`config.mk`:
```
export PLATFORM = sky130hd
export DESIGN_NAME = ram_arbiter_flat
export DESIGN_NICKNAME = d
export VERILOG_FILES = /design/src/rtl/ram_arbiter_pkg.sv /design/src/rtl/ram_arbiter_if.sv /design/src/rtl/ram_arbiter_rr_pick2.sv /design/src/rtl/ram_arbiter.sv /design/src/flat_wrapper.sv
export VERILOG_INCLUDE_DIRS = /design/src /design/src/rtl
export SDC_FILE = /design/constraint.sdc
export NUM_CORES = 1
export LEC_CHECK = 0
export BUFFER_PORTS_ARGS = -buffer_cell sky130_fd_sc_hd__buf_2
export CAP_MARGIN = 20
export CELL_PAD_IN_SITES_DETAIL_PLACEMENT = 1
export CELL_PAD_IN_SITES_GLOBAL_PLACEMENT = 2
export CORE_UTILIZATION = 12
export CTS_CLUSTER_SIZE = 10
export DETAILED_ROUTE_END_ITERATION = 8
export HOLD_SLACK_MARGIN = 0.03
export PLACE_DENSITY = 0.78
export SYNTH_ARGS = -nofsm -noshare
export SYNTH_HDL_FRONTEND = slang
export SYNTH_SLANG_ARGS = --single-unit
```
`constraint.sdc`:
```
create_clock -name clk -period 2 [get_ports clk]
set_input_delay 0.1 -clock clk [delete_from_list [all_inputs] [get_ports clk]]
set_output_delay 0.1 -clock clk [all_outputs]
set_load 0.05 [all_outputs]
```
`src/rtl/define.sv`:
```
// Global build-time sizing shared by the RAM path.
`ifndef RAM_ARBITER_DEFINE_SV
`define RAM_ARBITER_DEFINE_SV
`define RAM_ADDRESS_BITWIDTH 8
`endif

```
`src/rtl/ram_arbiter_pkg.sv`:
```
// Shared types for the two-master RAM arbiter.
`include "define.sv"

package ram_arbiter_pkg;
    localparam int AW     = `RAM_ADDRESS_BITWIDTH;
    localparam int DW     = 32;
    localparam int REQ_M0 = 0;
    localparam int REQ_M1 = 1;

    typedef enum logic {ST_RR, ST_BURST} arb_state_e;
    typedef logic [AW-1:0] addr_t;
    typedef logic [DW-1:0] data_t;
endpackage

```
`src/rtl/ram_arbiter_if.sv`:
```
// Requester (CPU m0, UART loader m1) and RAM-side signals of the arbiter.
interface ram_arbiter_if;
    import ram_arbiter_pkg::*;

    logic  m0_req, m0_wren, m0_gnt, m0_rvalid;
    addr_t m0_addr;
    data_t m0_write_data, m0_rdata;

    logic  m1_req, m1_wren, m1_lock, m1_gnt, m1_rvalid;
    addr_t m1_addr;
    data_t m1_write_data, m1_rdata;

    addr_t ram_address;
    data_t ram_write_data, ram_data;
    logic  ram_wren;

    modport slave (
        input  m0_req, m0_wren, m0_addr, m0_write_data,
        output m0_gnt, m0_rvalid, m0_rdata,
        input  m1_req, m1_wren, m1_lock, m1_addr, m1_write_data,
        output m1_gnt, m1_rvalid, m1_rdata,
        output ram_address, ram_write_data, ram_wren,
        input  ram_data
    );

    modport master (
        output m0_req, m0_wren, m0_addr, m0_write_data,
        input  m0_gnt, m0_rvalid, m0_rdata,
        output m1_req, m1_wren, m1_lock, m1_addr, m1_write_data,
        input  m1_gnt, m1_rvalid, m1_rdata,
        input  ram_address, ram_write_data, ram_wren,
        output ram_data
    );
endinterface

```
`src/rtl/ram_arbiter_rr_pick2.sv`:
```
// Pure combinational two-way pick; prio=0 favours req0 on contention.
module rr_pick2 (
    input  logic req0_i,
    input  logic req1_i,
    input  logic prio_i,
    output logic gnt0_o,
    output logic gnt1_o
);
    assign gnt0_o = req0_i & (~req1_i | ~prio_i);
    assign gnt1_o = req1_i & (~req0_i |  prio_i);
endmodule

```
`src/rtl/ram_arbiter.sv`:
```
// Two-master single-port RAM arbiter: round robin with a bounded m1 burst lock.
module ram_arbiter
    import ram_arbiter_pkg::*;
#(
    parameter int MAX_BURST = 8
) (
    input  logic          clk,
    input  logic          reset_n,
    ram_arbiter_if.slave  bus
);
    localparam logic [7:0] MAX_B = 8'(MAX_BURST);

    arb_state_e state_q, state_d;
    logic       prio_q, prio_d;
    logic [7:0] bcnt_q, bcnt_d;
    logic [1:0] pend_q, pend_d;
    logic [1:0] pick, gnt;
    logic       burst_hold, pick_prio;

    // Dropping the lock out of BURST arbitrates that very cycle as RR favouring m0.
    assign burst_hold = (state_q == ST_BURST) && bus.m1_lock;
    assign pick_prio  = (state_q == ST_BURST) ? 1'b0 : prio_q;

    rr_pick2 u_pick (
        .req0_i (bus.m0_req),
        .req1_i (bus.m1_req),
        .prio_i (pick_prio),
        .gnt0_o (pick[REQ_M0]),
        .gnt1_o (pick[REQ_M1])
    );

    always_comb begin
        gnt     = 2'b00;
        state_d = state_q;
        prio_d  = pick_prio;
        bcnt_d  = bcnt_q;
        if (reset_n) begin
            if (burst_hold) begin
                gnt[REQ_M1] = bus.m1_req;
                gnt[REQ_M0] = !bus.m1_req && bus.m0_req;
            end else begin
                gnt = pick;
            end
        end
        if (burst_hold) begin
            if (gnt[REQ_M1]) begin
                bcnt_d = (bcnt_q == 8'hFF) ? bcnt_q : bcnt_q + 8'd1;
                if (bcnt_d >= MAX_B) begin
                    state_d = ST_RR;
                    prio_d  = 1'b0;
                end
            end
        end else begin
            state_d = ST_RR;
            if (gnt[REQ_M0])      prio_d = 1'b1;
            else if (gnt[REQ_M1]) prio_d = 1'b0;
            // A one-beat burst limit expires on entry, so stay in RR.
            if (gnt[REQ_M1] && bus.m1_lock) begin
                bcnt_d = 8'd1;
                if (MAX_B > 8'd1) state_d = ST_BURST;
            end
        end
        pend_d = gnt & {~bus.m1_wren, ~bus.m0_wren};
    end

    always_ff @(posedge clk) begin
        if (!reset_n) begin
            state_q <= ST_RR;
            prio_q  <= 1'b0;
            bcnt_q  <= 8'd0;
            pend_q  <= 2'b00;
        end else begin
            state_q <= state_d;
            prio_q  <= prio_d;
            bcnt_q  <= bcnt_d;
            pend_q  <= pend_d;
        end
    end

    assign bus.m0_gnt         = gnt[REQ_M0];
    assign bus.m1_gnt         = gnt[REQ_M1];
    assign bus.ram_address    = gnt[REQ_M1] ? bus.m1_addr :
                                gnt[REQ_M0] ? bus.m0_addr : '0;
    assign bus.ram_write_data = gnt[REQ_M1] ? bus.m1_write_data :
                                gnt[REQ_M0] ? bus.m0_write_data : '0;
    assign bus.ram_wren       = (gnt[REQ_M1] & bus.m1_wren) | (gnt[REQ_M0] & bus.m0_wren);

    // A read still pending when reset asserts is squashed.
    assign bus.m0_rvalid = pend_q[REQ_M0] & reset_n;
    assign bus.m1_rvalid = pend_q[REQ_M1] & reset_n;
    assign bus.m0_rdata  = bus.m0_rvalid ? bus.ram_data : '0;
    assign bus.m1_rdata  = bus.m1_rvalid ? bus.ram_data : '0;
endmodule

```
`src/flat_wrapper.sv`:
```
// flat-port wrapper written by rule: the top's interface ports become plain ports
module ram_arbiter_flat import ram_arbiter_pkg::*;
#(
    parameter int MAX_BURST = 8
)
  (clk, reset_n, bus_m0_req, bus_m0_wren, bus_m0_addr, bus_m0_write_data, bus_m0_gnt, bus_m0_rvalid, bus_m0_rdata, bus_m1_req, bus_m1_wren, bus_m1_lock, bus_m1_addr, bus_m1_write_data, bus_m1_gnt, bus_m1_rvalid, bus_m1_rdata, bus_ram_address, bus_ram_write_data, bus_ram_wren, bus_ram_data);
  ram_arbiter_if bus_i ();
  input  logic clk;
  input  logic reset_n;
  input wire logic [$bits(bus_i.m0_req)-1:0] bus_m0_req;
  input wire logic [$bits(bus_i.m0_wren)-1:0] bus_m0_wren;
  input wire logic [$bits(bus_i.m0_addr)-1:0] bus_m0_addr;
  input wire logic [$bits(bus_i.m0_write_data)-1:0] bus_m0_write_data;
  output wire logic [$bits(bus_i.m0_gnt)-1:0] bus_m0_gnt;
  output wire logic [$bits(bus_i.m0_rvalid)-1:0] bus_m0_rvalid;
  output wire logic [$bits(bus_i.m0_rdata)-1:0] bus_m0_rdata;
  input wire logic [$bits(bus_i.m1_req)-1:0] bus_m1_req;
  input wire logic [$bits(bus_i.m1_wren)-1:0] bus_m1_wren;
  input wire logic [$bits(bus_i.m1_lock)-1:0] bus_m1_lock;
  input wire logic [$bits(bus_i.m1_addr)-1:0] bus_m1_addr;
  input wire logic [$bits(bus_i.m1_write_data)-1:0] bus_m1_write_data;
  output wire logic [$bits(bus_i.m1_gnt)-1:0] bus_m1_gnt;
  output wire logic [$bits(bus_i.m1_rvalid)-1:0] bus_m1_rvalid;
  output wire logic [$bits(bus_i.m1_rdata)-1:0] bus_m1_rdata;
  output wire logic [$bits(bus_i.ram_address)-1:0] bus_ram_address;
  output wire logic [$bits(bus_i.ram_write_data)-1:0] bus_ram_write_data;
  output wire logic [$bits(bus_i.ram_wren)-1:0] bus_ram_wren;
  input wire logic [$bits(bus_i.ram_data)-1:0] bus_ram_data;
  assign bus_i.m0_req = bus_m0_req;
  assign bus_i.m0_wren = bus_m0_wren;
  assign bus_i.m0_addr = bus_m0_addr;
  assign bus_i.m0_write_data = bus_m0_write_data;
  assign bus_m0_gnt = bus_i.m0_gnt;
  assign bus_m0_rvalid = bus_i.m0_rvalid;
  assign bus_m0_rdata = bus_i.m0_rdata;
  assign bus_i.m1_req = bus_m1_req;
  assign bus_i.m1_wren = bus_m1_wren;
  assign bus_i.m1_lock = bus_m1_lock;
  assign bus_i.m1_addr = bus_m1_addr;
  assign bus_i.m1_write_data = bus_m1_write_data;
  assign bus_m1_gnt = bus_i.m1_gnt;
  assign bus_m1_rvalid = bus_i.m1_rvalid;
  assign bus_m1_rdata = bus_i.m1_rdata;
  assign bus_ram_address = bus_i.ram_address;
  assign bus_ram_write_data = bus_i.ram_write_data;
  assign bus_ram_wren = bus_i.ram_wren;
  assign bus_i.ram_data = bus_ram_data;
  ram_arbiter #(.MAX_BURST(MAX_BURST)) u_core (.clk(clk), .reset_n(reset_n), .bus(bus_i));
endmodule
```
Yosys cells after proc, flatten, opt, wreduce, memory -nomap -nowiden:

Cells that the tools add are included.

* register bits: 12
* bits of input ports: 119
* output and inout bits: 109

* add/subtract/negate cells: 1
* magnitude comparators: 1
* equal/unequal tests: 3
* multiplexer cells: 22
* bitwise gates (word level): 15
* reductions and logical operators: 7

Operators with widths (number)
* two-way mux 32 bit: 4
* two-way mux 8 bit: 6
* two-way mux 1 bit: 10
* adder 8 x 1 -> 8 bit, second input constant: 1
* == test 8 bit, second input constant: 1
* >= comparator 8 x 4 -> 1 bit, second input constant: 1
* AND 1 bit: 6
* inverter 1 bit: 5
* two-way mux 2 bit: 2
* AND reduction 2 bit: 2
* logical AND 1 bit: 3
* bitwise OR 1 bit: 3
* AND 2 bit: 1
* inequality test 2 x 1 -> 1 bit, second input constant: 1
* inequality test 2 bit, second input constant: 1
* nonzero test 2 bit: 1
* zero test 1 bit: 1

Longest topological paths before layout:

Gate-level depths: netlist of run 1.

* depth in word-level cells: 9
* gate-level depth with buffers: 6
* mapped depth without buffers: 6

By module:

From an unflattened synthesis of run 1, not the netlist that was laid out.

* cell total of the unflattened synthesis: 219
* area total of the unflattened synthesis: 1646.6 um^2

Modules (own cells, without submodules)
* ram_arbiter: instances 1, cells each 216, area each 1627.8 um^2
* rr_pick2: instances 1, cells each 3, area each 18.8 um^2

Least setup slack after synthesis of run 1:

OpenSTA, ideal clock, no wires.

* path type: register -> output
* start point: reg u_core.state_q
* end point: out bus_ram_address[0]
* data arrival time: 1.771 ns
* required time: 1.900 ns
* path slack: 0.129 ns
* stages on the path, launching flop included: 5
* cell sequence: dfxtp_1 -> mux2_2 -> a21oi_2 -> buf_2 -> a22o_1

* word-level cells in the longest chain between the ends: 8

Ends and longest elaborated chain
* from (decl): RTL line ram_arbiter.sv:13 `arb_state_e state_q, state_d;`
* from (signal assigned): RTL line ram_arbiter.sv:73 `state_q <= state_d;`
* two-way mux 1 bit: RTL line ram_arbiter.sv:22 `assign pick_prio = (state_q == ST_BURST) ? 1'b0 : prio_q;`
* inverter 1 bit: RTL line ram_arbiter_rr_pick2.sv:9 `assign gnt0_o = req0_i & (~req1_i | ~prio_i);`
* bitwise OR 1 bit: RTL line ram_arbiter_rr_pick2.sv:9
* AND 1 bit: RTL line ram_arbiter_rr_pick2.sv:9
* two-way mux 2 bit *: RTL line ram_arbiter.sv:38 `if (burst_hold) begin`
* two-way mux 2 bit *: RTL line ram_arbiter.sv:37 `if (reset_n) begin`
* named net bus_m0_gnt: RTL line flat_wrapper.sv:14 `output wire logic [$bits(bus_i.m0_gnt)-1:0] bus_m0_gnt;`
* two-way mux 8 bit *: RTL line ram_arbiter.sv:83 `gnt[REQ_M0] ? bus.m0_addr : '0;`
* two-way mux 8 bit *: RTL line ram_arbiter.sv:82 `assign bus.ram_address = gnt[REQ_M1] ? bus.m1_addr :`
* to (decl): RTL line flat_wrapper.sv:25 `output wire logic [$bits(bus_i.ram_address)-1:0] bus_ram_address;`

Mark *: on every way through the listed nets, which the timed path passes. The rest lies on a longest branch.

Worst setup path after layout of run 1:

* start point: reg u_core.state_q
* end point: out bus_ram_address[3]

* word-level cells in the longest chain between the ends: 8

Ends and longest elaborated chain (RTL line)
* two-way mux 1 bit: ram_arbiter.sv:22
* inverter 1 bit: ram_arbiter_rr_pick2.sv:9
* bitwise OR 1 bit: ram_arbiter_rr_pick2.sv:9
* AND 1 bit: ram_arbiter_rr_pick2.sv:9
* two-way mux 2 bit *: ram_arbiter.sv:38
* two-way mux 2 bit *: ram_arbiter.sv:37
* two-way mux 8 bit: ram_arbiter.sv:83
* two-way mux 8 bit *: ram_arbiter.sv:82

Every way passes the cells marked *; elsewhere a longest branch is shown, timed or not.

==> results list, run 1 <==
- Counting buffers and inverters, the worst setup path is 5 cells deep.
* R2R Path Start: u_core.bcnt_q[1]$_SDFFE_PN0P_
- The via count of the first global-routing pass was 2,544.
- Global routing used 12.42% of the available tracks across all layers.
- Leaving out fill and tap cells, the most frequent cell in the layout is sky130_fd_sc_hd__buf_2.
- For this design, the slowest cell found on the critical path is sky130_fd_sc_hd__mux2_2.
- Based on the critical path, the design can be clocked at up to 520.8 MHz.
- After routing the design area is 3084 um^2.
- Across the run, the number of max-cap violations was 0.
- Detail-routed net length per standard cell: 15.58 um
* DRC Markers: 0
* Count of buffers added by post-CTS timing repair for setup: 0
- The max-slew violation total from the final report came to 0.
- Die area: 13,670 um^2
- A synthesized cell averages 7.305 um^2.
- TritonCTS built the clock tree.
* Width of the die: 116.9 um
- The core region is 12,770 um^2.
- Accumulated negative setup slack: 0 ns
* Clock Skews: 0.0007067 ns
- For this run, the leading register cell type out of synthesis is sky130_fd_sc_hd__dfxtp_1.
* Combined buffer and inverter count along the critical path: 2
* Setup repair after global routing missed its margin: false
* Most frequent cells in the layout: sky130_fd_sc_hd__buf_2 (216), sky130_fd_sc_hd__and3_1 (64), sky130_fd_sc_hd__a22o_1 (41)
* Area growth syn-to-layout: 94.55%
* Critical Path Start Type: flip-flop
- Clock tree synthesis selected as its root buffer the cell sky130_fd_sc_hd__clkbuf_16.
- Using the TritonRoute via totals, the vias-per-cell ratio works out to 4.393.
- For this run, the detailed router's first-pass iteration total came to 4.
- Starting Density: 12.41%
* Worst R2R Path Depth: 6
- Count of endpoints failing hold in the final timing report: 0
- Number of warnings reported in the yosys synthesis log: 0
- GR Util met1: 14.91%
* Tightest slew margin relative to the limit: 54.84%
- Post-synthesis instance area: 1585 um^2
- Number of antenna violations at the first check in global routing: 0
- The worst setup path is captured at an output port.
* Final critical-path required period: 1.920 ns
- Register area share after synthesis: 15.15%
- Setup violations remaining at the end of the flow were counted as 0.
- The cell count after synthesis came out at 217.
- Hold Worst Slack: 0.03866 ns
- Antenna-violating nets left: 0
- Classification of the worst setup path: reg -> out
- Critical path arrival: 1.82 ns
- Routability-driven placement finished with a final weighted congestion of 0.9535.
* Clock Sinks: 12
- Summed over all nets, the half-perimeter wirelength after detailed placement is 7950 um.
* Launch point of the worst path: u_core.state_q$_SDFFE_PN0P_
- Least-Margin Pin Slew: 0.6767 ns
- DRC violation total after the first TritonRoute iteration: 107
* Worst Path Required: 1.90 ns
- Worst hold path type: in -> reg
- Std-Cell Rows: 41
- Remaining Overflow, GRT: 0
- Clock latency at the later pin of the worst-skew pair: 0.24 ns
- Detailed routing inserted a total of 2,640 vias.
* Slack of the worst reg-to-reg path: 0.25 ns
- Cell count after placement: 597
* Total inserted antenna cells: 0
- Buffers placed on the I/O ports in this run total 227.
- Clock transition at the register clock pins on the worst setup and hold paths after CTS: 0.04 ns
* Share of cells above drive strength 1: 56.64%
- The run finished with clean final reports.
* Placed cell areas: 2984 um^2
- Global routing consumed, on the met2 layer, 22.56% of the routing resources.
* PD cells: 427.8 nW/um^2
* Worst setup path endpoint: bus_ram_address[3]
* Reported leakage power: 1.944 nW
- Met3 global-route usage: 1.493%
* Post-layout net count: 551
- Final cycle utilization of the critical path: 96.01%
* Crit path cell chain: mux2_2 -> a21oi_4 -> buf_12 -> a22o_1 -> buf_2
- In this run the worst path has a maximum fanout of 43.
* Height of the chip: 116.9 um
- Netlist cell types: 39
- Number of flip-flops and latches in the synthesized netlist: 12
- Number of buffers created by CTS: 3
* RR Endpoint: u_core.state_q$_SDFFE_PN0P_
- Synthesis produced a netlist with a net count of 337.
* Highest ir drop seen on vdd: 208.5 uV
* Global-route wire length before repair: 13,210 um
* WL final: 9364 um
- Number of enable flip-flop cells after synthesis: 0
- In this run the deepest clock path goes through 2 buffers.
- Grouping stages by cell kind, the critical path spends the most delay in buffers and inverters.
* Number of standard cells in the final layout excluding fillers: 601
* CTS H-tree depth: 1
- On the worst path, the slowest cell contributes a delay of 0.37 ns.
* Routing layer with the top usage in global route: met2
- Counting flops with an async set or reset pin after synthesis yields a share of 0%.
- Maximum number of pins on one net before global-route repair: 46
- In this run the count of I/O pins placed on the die edge is 228.
timing repair:
item	in CTS	in global routing
endpoints found under the setup margin	0	6
hold buffers	1	0
hold endpoints to repair	1	0
gates resized for setup	0	6
flip-flops by register name, indices dropped and copies added (netlist names):
signal          flops
u_core.bcnt_q       8
u_core.pend_q       2
u_core.prio_q       1
u_core.state_q      1
cell families after synthesis:
kind of cell	after synthesis	synth area share, %
AND/OR/NAND/NOR	100	38.04
multiplexers	1	0.7103
buffers and inverters	31	8.524
flip-flops	12	15.15
adder cells (fa/ha/maj)	1	0.7891
AO/OA/AOI/OAI	72	36.78
Yosys cell counts, types with 3 or more instances:
cell type | count | area share [%]
sky130_fd_sc_hd__and3_1 | 64 | 25
sky130_fd_sc_hd__a22o_1 | 41 | 23
sky130_fd_sc_hd__clkbuf_1 | 14 | 3.3
sky130_fd_sc_hd__buf_2 | 12 | 3.8
sky130_fd_sc_hd__dfxtp_1 | 12 | 15
sky130_fd_sc_hd__nor2_1 | 8 | 1.9
sky130_fd_sc_hd__a21oi_1 | 7 | 2.2
sky130_fd_sc_hd__o21ai_0 | 5 | 1.6
sky130_fd_sc_hd__inv_1 | 4 | 0.95
sky130_fd_sc_hd__nand2_1 | 4 | 0.95
sky130_fd_sc_hd__nand4_1 | 4 | 1.6
sky130_fd_sc_hd__nor2b_1 | 4 | 1.6
sky130_fd_sc_hd__and2_1 | 3 | 1.2
sky130_fd_sc_hd__nand3_1 | 3 | 0.95
metrics by stage:
stage	power (mW)	setup slack (ns)	utilization (%)
after global routing	1.388	0.003070	24.15
after global placement	0.9559	0.3309	23.36
after CTS	1.340	0.04417	24.03
after floorplan	0.6822	0.1295	-
final	1.320	0.07988	24.15
after detailed placement	0.9655	0.2719	23.36
worst min path at each step:
stage | startpoint | end | depth (start not counted)
final | bus_m0_wren | u_core.pend_q[0]$_SDFF_PN0_ | 2
after global routing | bus_m0_wren | u_core.pend_q[0]$_SDFF_PN0_ | 2
after CTS | bus_m0_wren | u_core.pend_q[0]$_SDFF_PN0_ | 2
after detailed placement | bus_m1_wren | u_core.pend_q[1]$_SDFF_PN0_ | 2
after global placement | bus_m0_wren | u_core.pend_q[0]$_SDFF_PN0_ | 2
after floorplan | bus_m0_wren | u_core.pend_q[0]$_SDFF_PN0_ | 1
area by class of cell:
type                    count  area (um^2)
fillers                  1630         9689
repair buffers            236         1321
multi-input cells         174         1217
clock buffers               3        75.07
inverters                   4        15.01
flip-flops and latches     12        240.2
well taps                 172        215.2
routing by layer:
layer  part of all wire [%]  up-vias
met1                     40     1237
met2                     52      123
met4                    2.1        0
met3                    5.8       11
li1                       -     1269
met5                      0        -
report_power, final:
part / switching [mW] / internal [mW]
clock: 0.100 / 0.260
sequential: 0.00288 / 0.245
combinational: 0.473 / 0.239
total: 0.576 / 0.744
No activity file was read; power rests on OpenSTA's default activity.
==> inputs of run 2 (changes only) <==
--- a/config.mk
+++ b/config.mk
@@ -10,11 +10,12 @@
 export CAP_MARGIN = 20
 export CELL_PAD_IN_SITES_DETAIL_PLACEMENT = 1
 export CELL_PAD_IN_SITES_GLOBAL_PLACEMENT = 2
-export CORE_UTILIZATION = 12
+export CORE_UTILIZATION = 13
 export CTS_CLUSTER_SIZE = 10
 export DETAILED_ROUTE_END_ITERATION = 8
 export HOLD_SLACK_MARGIN = 0.03
-export PLACE_DENSITY = 0.78
+export PLACE_DENSITY = 0.81
 export SYNTH_ARGS = -nofsm -noshare
 export SYNTH_HDL_FRONTEND = slang
+export SYNTH_HIERARCHICAL = 1
 export SYNTH_SLANG_ARGS = --single-unit
==> run 2 against run 1 <==
Against the previous run: the run now ends with negative setup slack left; hold slack better by 0.011 ns; clock skew barely moved; largest power group unchanged; routed wire length grew 18%; register-to-register slack got worse by 0.25 ns; clock-buffer cell count rose by 1; maximum frequency shrank 7.7%; die area fell by 4.0%; final cell count rose by 4.8%; final area grew 29%.
==> results list, run 2 <==
- The clock insertion delay at the later pin of the skew report came to 0.24 ns (about the same).
- The post-synth design cell area is 1647 um^2 (+3.9%).
- Clk root buf: sky130_fd_sc_hd__clkbuf_16
* Reg area: 242.7 um^2 (+1.0%)
* Share of cells above drive strength 1: 70.28% (+14 points)
- The most used flip-flop cell after synthesis is sky130_fd_sc_hd__dfxtp_1.
- The combinational share of power is 63.4% (+9.5 points).
- The net switching fraction of the power came to 42.18% (-1.4 points).
* Crit-path max FO: 10 (-77%)
- The met2 wire length was 5641 um (+16%).
- Hold path start: bus_m0_wren
- Uppermost signal routing layer after detailed routing: met4
- Number of maximum-capacitance violations: 0 (unchanged)
- Wire length the detailed router placed on met1: 4302 um (+15%)
* Asr flop ratio synth: 0% (unchanged)
- Register name with the most flops: u_core/bcnt_q
- TritonCTS built the clock tree.
- The final weighted congestion in routability-driven placement is 0.8636 (-9.4%).
* Met3 WL post-DR: 746 um (+37%)
- Post-layout net count: 582 (+5.6%)
- Outcome: complete, but fails checks
- The highest clock rate is 480.6 MHz (-7.7%).
* Count of endpoints failing hold in the final timing report: 0 (unchanged)
- Hold Worst Slack: 0.04990 ns (+0.01125 ns)
- Mapped Nets: 339 (+0.59%)
- The setup clock skew after layout was 0.0006341 ns (-0.00007264 ns).
* Starting Density: 13.54% (+1.1 points)
- Slack of the worst reg-to-reg path: 0 ns (-0.25 ns)
* RR Endpoint: u_core/bcnt_q[1]$_SDFFE_PN0P_
- The post-synthesis area per instance is 7.519 um^2 (+2.9%).
- Leading registers by flop count: u_core/bcnt_q x8, u_core/pend_q x2
* Multi-input gate area in the final layout: 1491 um^2 (+23%)
* Clock transition at the register clock pins on the worst setup and hold paths after CTS: 0.04 ns (about the same)
- The count of synthesis-stage warnings from yosys came to 6 (+6).
* Number of fillers in the final layout: 1,498 (-8.1%)
* Worst hold path type: in -> reg
* Number of antenna violations at the first check in global routing: 1 (+1)
- The number of flip-flops under the largest register name came to 8 (unchanged).
* Classification of the worst setup path: reg -> out
- In the synthesized netlist, the cells that appear most often are sky130_fd_sc_hd__and3_1 (65), sky130_fd_sc_hd__a22o_1 (41), sky130_fd_sc_hd__clkbuf_1 (13), sky130_fd_sc_hd__dfxtp_1 (12).
- The clock tree buffer depth came to 2 (unchanged).
* Hold endpoint: u_core/pend_q[0]$_SDFF_PN0_
* R2R Path Start: u_core/prio_q$_SDFF_PN0_
- Max Transition Viols Final: 0 (unchanged)
- The number of distinct library cells after synthesis came to 44 (+13%).
- The utilization after layout was 32.59% (+8.4 points).
- The number of I/O pins is 228 (unchanged).
* Number of cells on the worst hold path: 2 (unchanged)
* Highest ir drop seen on vdd: 194.4 uV (-6.8%)
* DRC violation total after the first TritonRoute iteration: 104 (-2.8%)
- Width of the die: 114.5 um (-2.0%)
- The clock network fraction of design power was 22.6% (-4.7 points).
- Worst R2R Path Depth: 12 (+6)
- The via density per instance is 4.563 (+3.9%).
- Die area: 13,120 um^2 (-4.0%)
* Area growth syn-to-layout: 140.7%
- Final critical-path required period: 2.081 ns (+0.1605 ns)
- The total wire length was 11,060 um (+18%).
- The final worst slack is -0.08062 ns (-0.1605 ns).
- Fraction of synthesized cell area taken by the top area cell type: 24.70% (-0.56 points)
- Number of buffers created by CTS: 3 (unchanged)
* CTS H-tree depth: 1 (unchanged)
- The global-route congestion overflow total came to 0 (unchanged).
* Failing checks: negative setup slack
* Tightest slew margin relative to the limit: 61.86% (+7.0 points)
* Most used standard cell by instance count after synthesis: sky130_fd_sc_hd__and3_1
- In the layout the commonest cells are sky130_fd_sc_hd__buf_2 (185), sky130_fd_sc_hd__and3_1 (64), sky130_fd_sc_hd__buf_6 (28).
* Internal: 1.047 mW (+41%)
* Portion of total power attributed to sequential cells: 14.0% (-4.8 points)
* Synthesized instance count: 219 (+0.92%)
* Overall via count from detail_route: 2,875 (+8.9%)
- The first-pass GRT wire length is 15,660 um (+19%).
- The count of TritonRoute iterations in the first routing pass was 4 (unchanged).
- Number of enable flip-flop cells after synthesis: 0 (unchanged)
* Launch point of the worst path: u_core/prio_q$_SDFF_PN0_
- Type of destination of the critical path: output port
- Sorting the synthesized cells by area gives the leading types as sky130_fd_sc_hd__and3_1 (25%), sky130_fd_sc_hd__a22o_1 (22%), sky130_fd_sc_hd__dfxtp_1 (15%).
- Setup repair after global routing could not meet its margin everywhere.
* Critical path arrival: 1.98 ns (+0.16 ns)
* Cell count after placement: 598 (+0.17%)
- GRT Util Overall: 15.25% (+2.8 points)
- The area of the placeable core is 12,160 um^2 (-4.8%).
- Maximum number of pins on one net before global-route repair: 77 (+67%)
- Worst Path Required: 1.90 ns (about the same)
- Least-Margin Pin Slew: 0.5721 ns (-0.1046 ns)
- P_sw: 763.4 uW (+33%)
- DRC Markers: 0 (unchanged)
- The share of the yosys chip area belonging to registers was 14.59% (-0.56 points).
- Number of flip-flops and latches in the synthesized netlist: 12 (unchanged)
- Count of endpoints failing setup in the final report: 42 (+42)
- Critical Path Start Type: flip-flop
- Port Buf Inserts: 227 (unchanged)
- Final HPWL DP: 7283 um (-8.4%)
- Library cell with the largest summed area after synthesis: sky130_fd_sc_hd__and3_1
* PD cells: 456.6 nW/um^2 (+6.7%)
* Antenna-violating nets left: 0 (unchanged)
* Reported leakage power: 2.289 nW (+18%)
* Std-Cell Rows: 40 (-2.4%)
* Final cycle utilization of the critical path: 104.0% (+8.0 points)
- Detail-routed net length per standard cell: 17.55 um (+13%)
* Height of the chip: 114.5 um (-2.0%)
* Clock Sinks: 12 (unchanged)
* Number of global-route vias before repair: 2,891 (+14%)
- Number of standard cells in the final layout excluding fillers: 630 (+4.8%)
- Commonest non-fill, non-tap cell in the layout: sky130_fd_sc_hd__buf_2
-- run 2: changes by cell type in the layout (fill, tap and decap cells not counted), moves of 4 or more --
cell,delta
sky130_fd_sc_hd__nor2b_1,-4
sky130_fd_sc_hd__buf_8,+19
sky130_fd_sc_hd__buf_6,+28
sky130_fd_sc_hd__buf_2,-31
sky130_fd_sc_hd__buf_4,+11
sky130_fd_sc_hd__nor2_4,+4
sky130_fd_sc_hd__a22o_1,-39
sky130_fd_sc_hd__a22o_4,+18
sky130_fd_sc_hd__a22o_2,+21
sky130_fd_sc_hd__clkbuf_4,-6
-- run 2: repair_timing --
item | CTS | global route
setup endpoints to repair | 42 | 44
buffers inserted | 13 | 5
gates cloned | 6 | 2
gates resized for setup | 130 | 20
hold buffers | 1 | 0
hold endpoints to repair | 1 | 0
pin swaps | 6 | 4
-- run 2: layer usage --
layer  GRT usage, %  vias to the layer above
li1               -                     1344
met1          17.60                     1374
met2          27.64                      125
met3          3.070                       32
met4          5.628                        0
met5              0                        -
-- run 2: logic make-up (layout without fill, tap and decap cells) --
group	after synthesis	after routing	share of synthesized area (%)
compound gates	73	73	35.87
other cells	0	1	0
mux	1	1	0.9116
flops	12	12	14.59
fa+ha+maj	1	1	0.7598
buf+inv	32	271	10.41
simple gates	99	102	36.93
xor+xnor	1	1	0.5320
-- run 2: stage by stage --
stage / area [um^2] / setup slack [ns] / total power, mW / setup TNS (ns)
2_1_floorplan: 1698 / 0.04882 / 0.8164 / 0
3_3_place_gp: 2964 / -0.2185 / 1.045 / -7.019
3_5_place_dp: 2964 / -0.2718 / 1.058 / -9.332
4_1_cts: 3755 / -0.07799 / 1.737 / -1.331
5_1_grt: 3964 / -0.1528 / 1.875 / -5.452
6_report: 3964 / -0.08062 / 1.810 / -2.351
-- run 2: final cells by class --
type	instances	share of cell area [%]
Tap cell	168	5.303
Sequential cell	12	6.124
Timing Repair Buffer	260	47.85
Antenna cell	1	0.06313
Multi-Input combinational cell	178	37.63
Inverter	7	0.7891
Clock buffer	4	2.241
-- run 2: worst max path at each step --
stage | end | slack [ns] | cells past startpoint
2_1_floorplan | bus_ram_write_data[22] | 0.05 | 9
3_3_place_gp | bus_ram_write_data[25] | -0.22 | 9
3_5_place_dp | bus_ram_write_data[25] | -0.27 | 9
4_1_cts | bus_ram_write_data[10] | -0.08 | 11
5_1_grt | bus_ram_write_data[6] | -0.15 | 11
6_report | bus_ram_write_data[22] | -0.08 | 10
-- run 2: power by group through the flow --
| stage | clock network (mW) | registers [mW] | logic [mW] |
|---|---|---|---|
| after global placement | 0 | 0.255 | 0.791 |
| after floorplan | 0 | 0.256 | 0.561 |
| final | 0.409 | 0.253 | 1.15 |
| after global routing | 0.428 | 0.254 | 1.19 |
| after detailed placement | 0 | 0.255 | 0.803 |
| after CTS | 0.421 | 0.252 | 1.06 |
-- run 2: critical path, stage by stage, from the launching register on --
cell                        delay, ns
sky130_fd_sc_hd__dfxtp_2         0.31
sky130_fd_sc_hd__nor2b_4         0.13
sky130_fd_sc_hd__inv_2           0.04
sky130_fd_sc_hd__a21boi_2        0.05
sky130_fd_sc_hd__a21boi_4        0.14
sky130_fd_sc_hd__o21ai_4         0.17
sky130_fd_sc_hd__clkinv_4        0.14
sky130_fd_sc_hd__buf_6           0.16
sky130_fd_sc_hd__clkbuf_16       0.16
sky130_fd_sc_hd__a22o_2          0.27
sky130_fd_sc_hd__buf_8           0.15
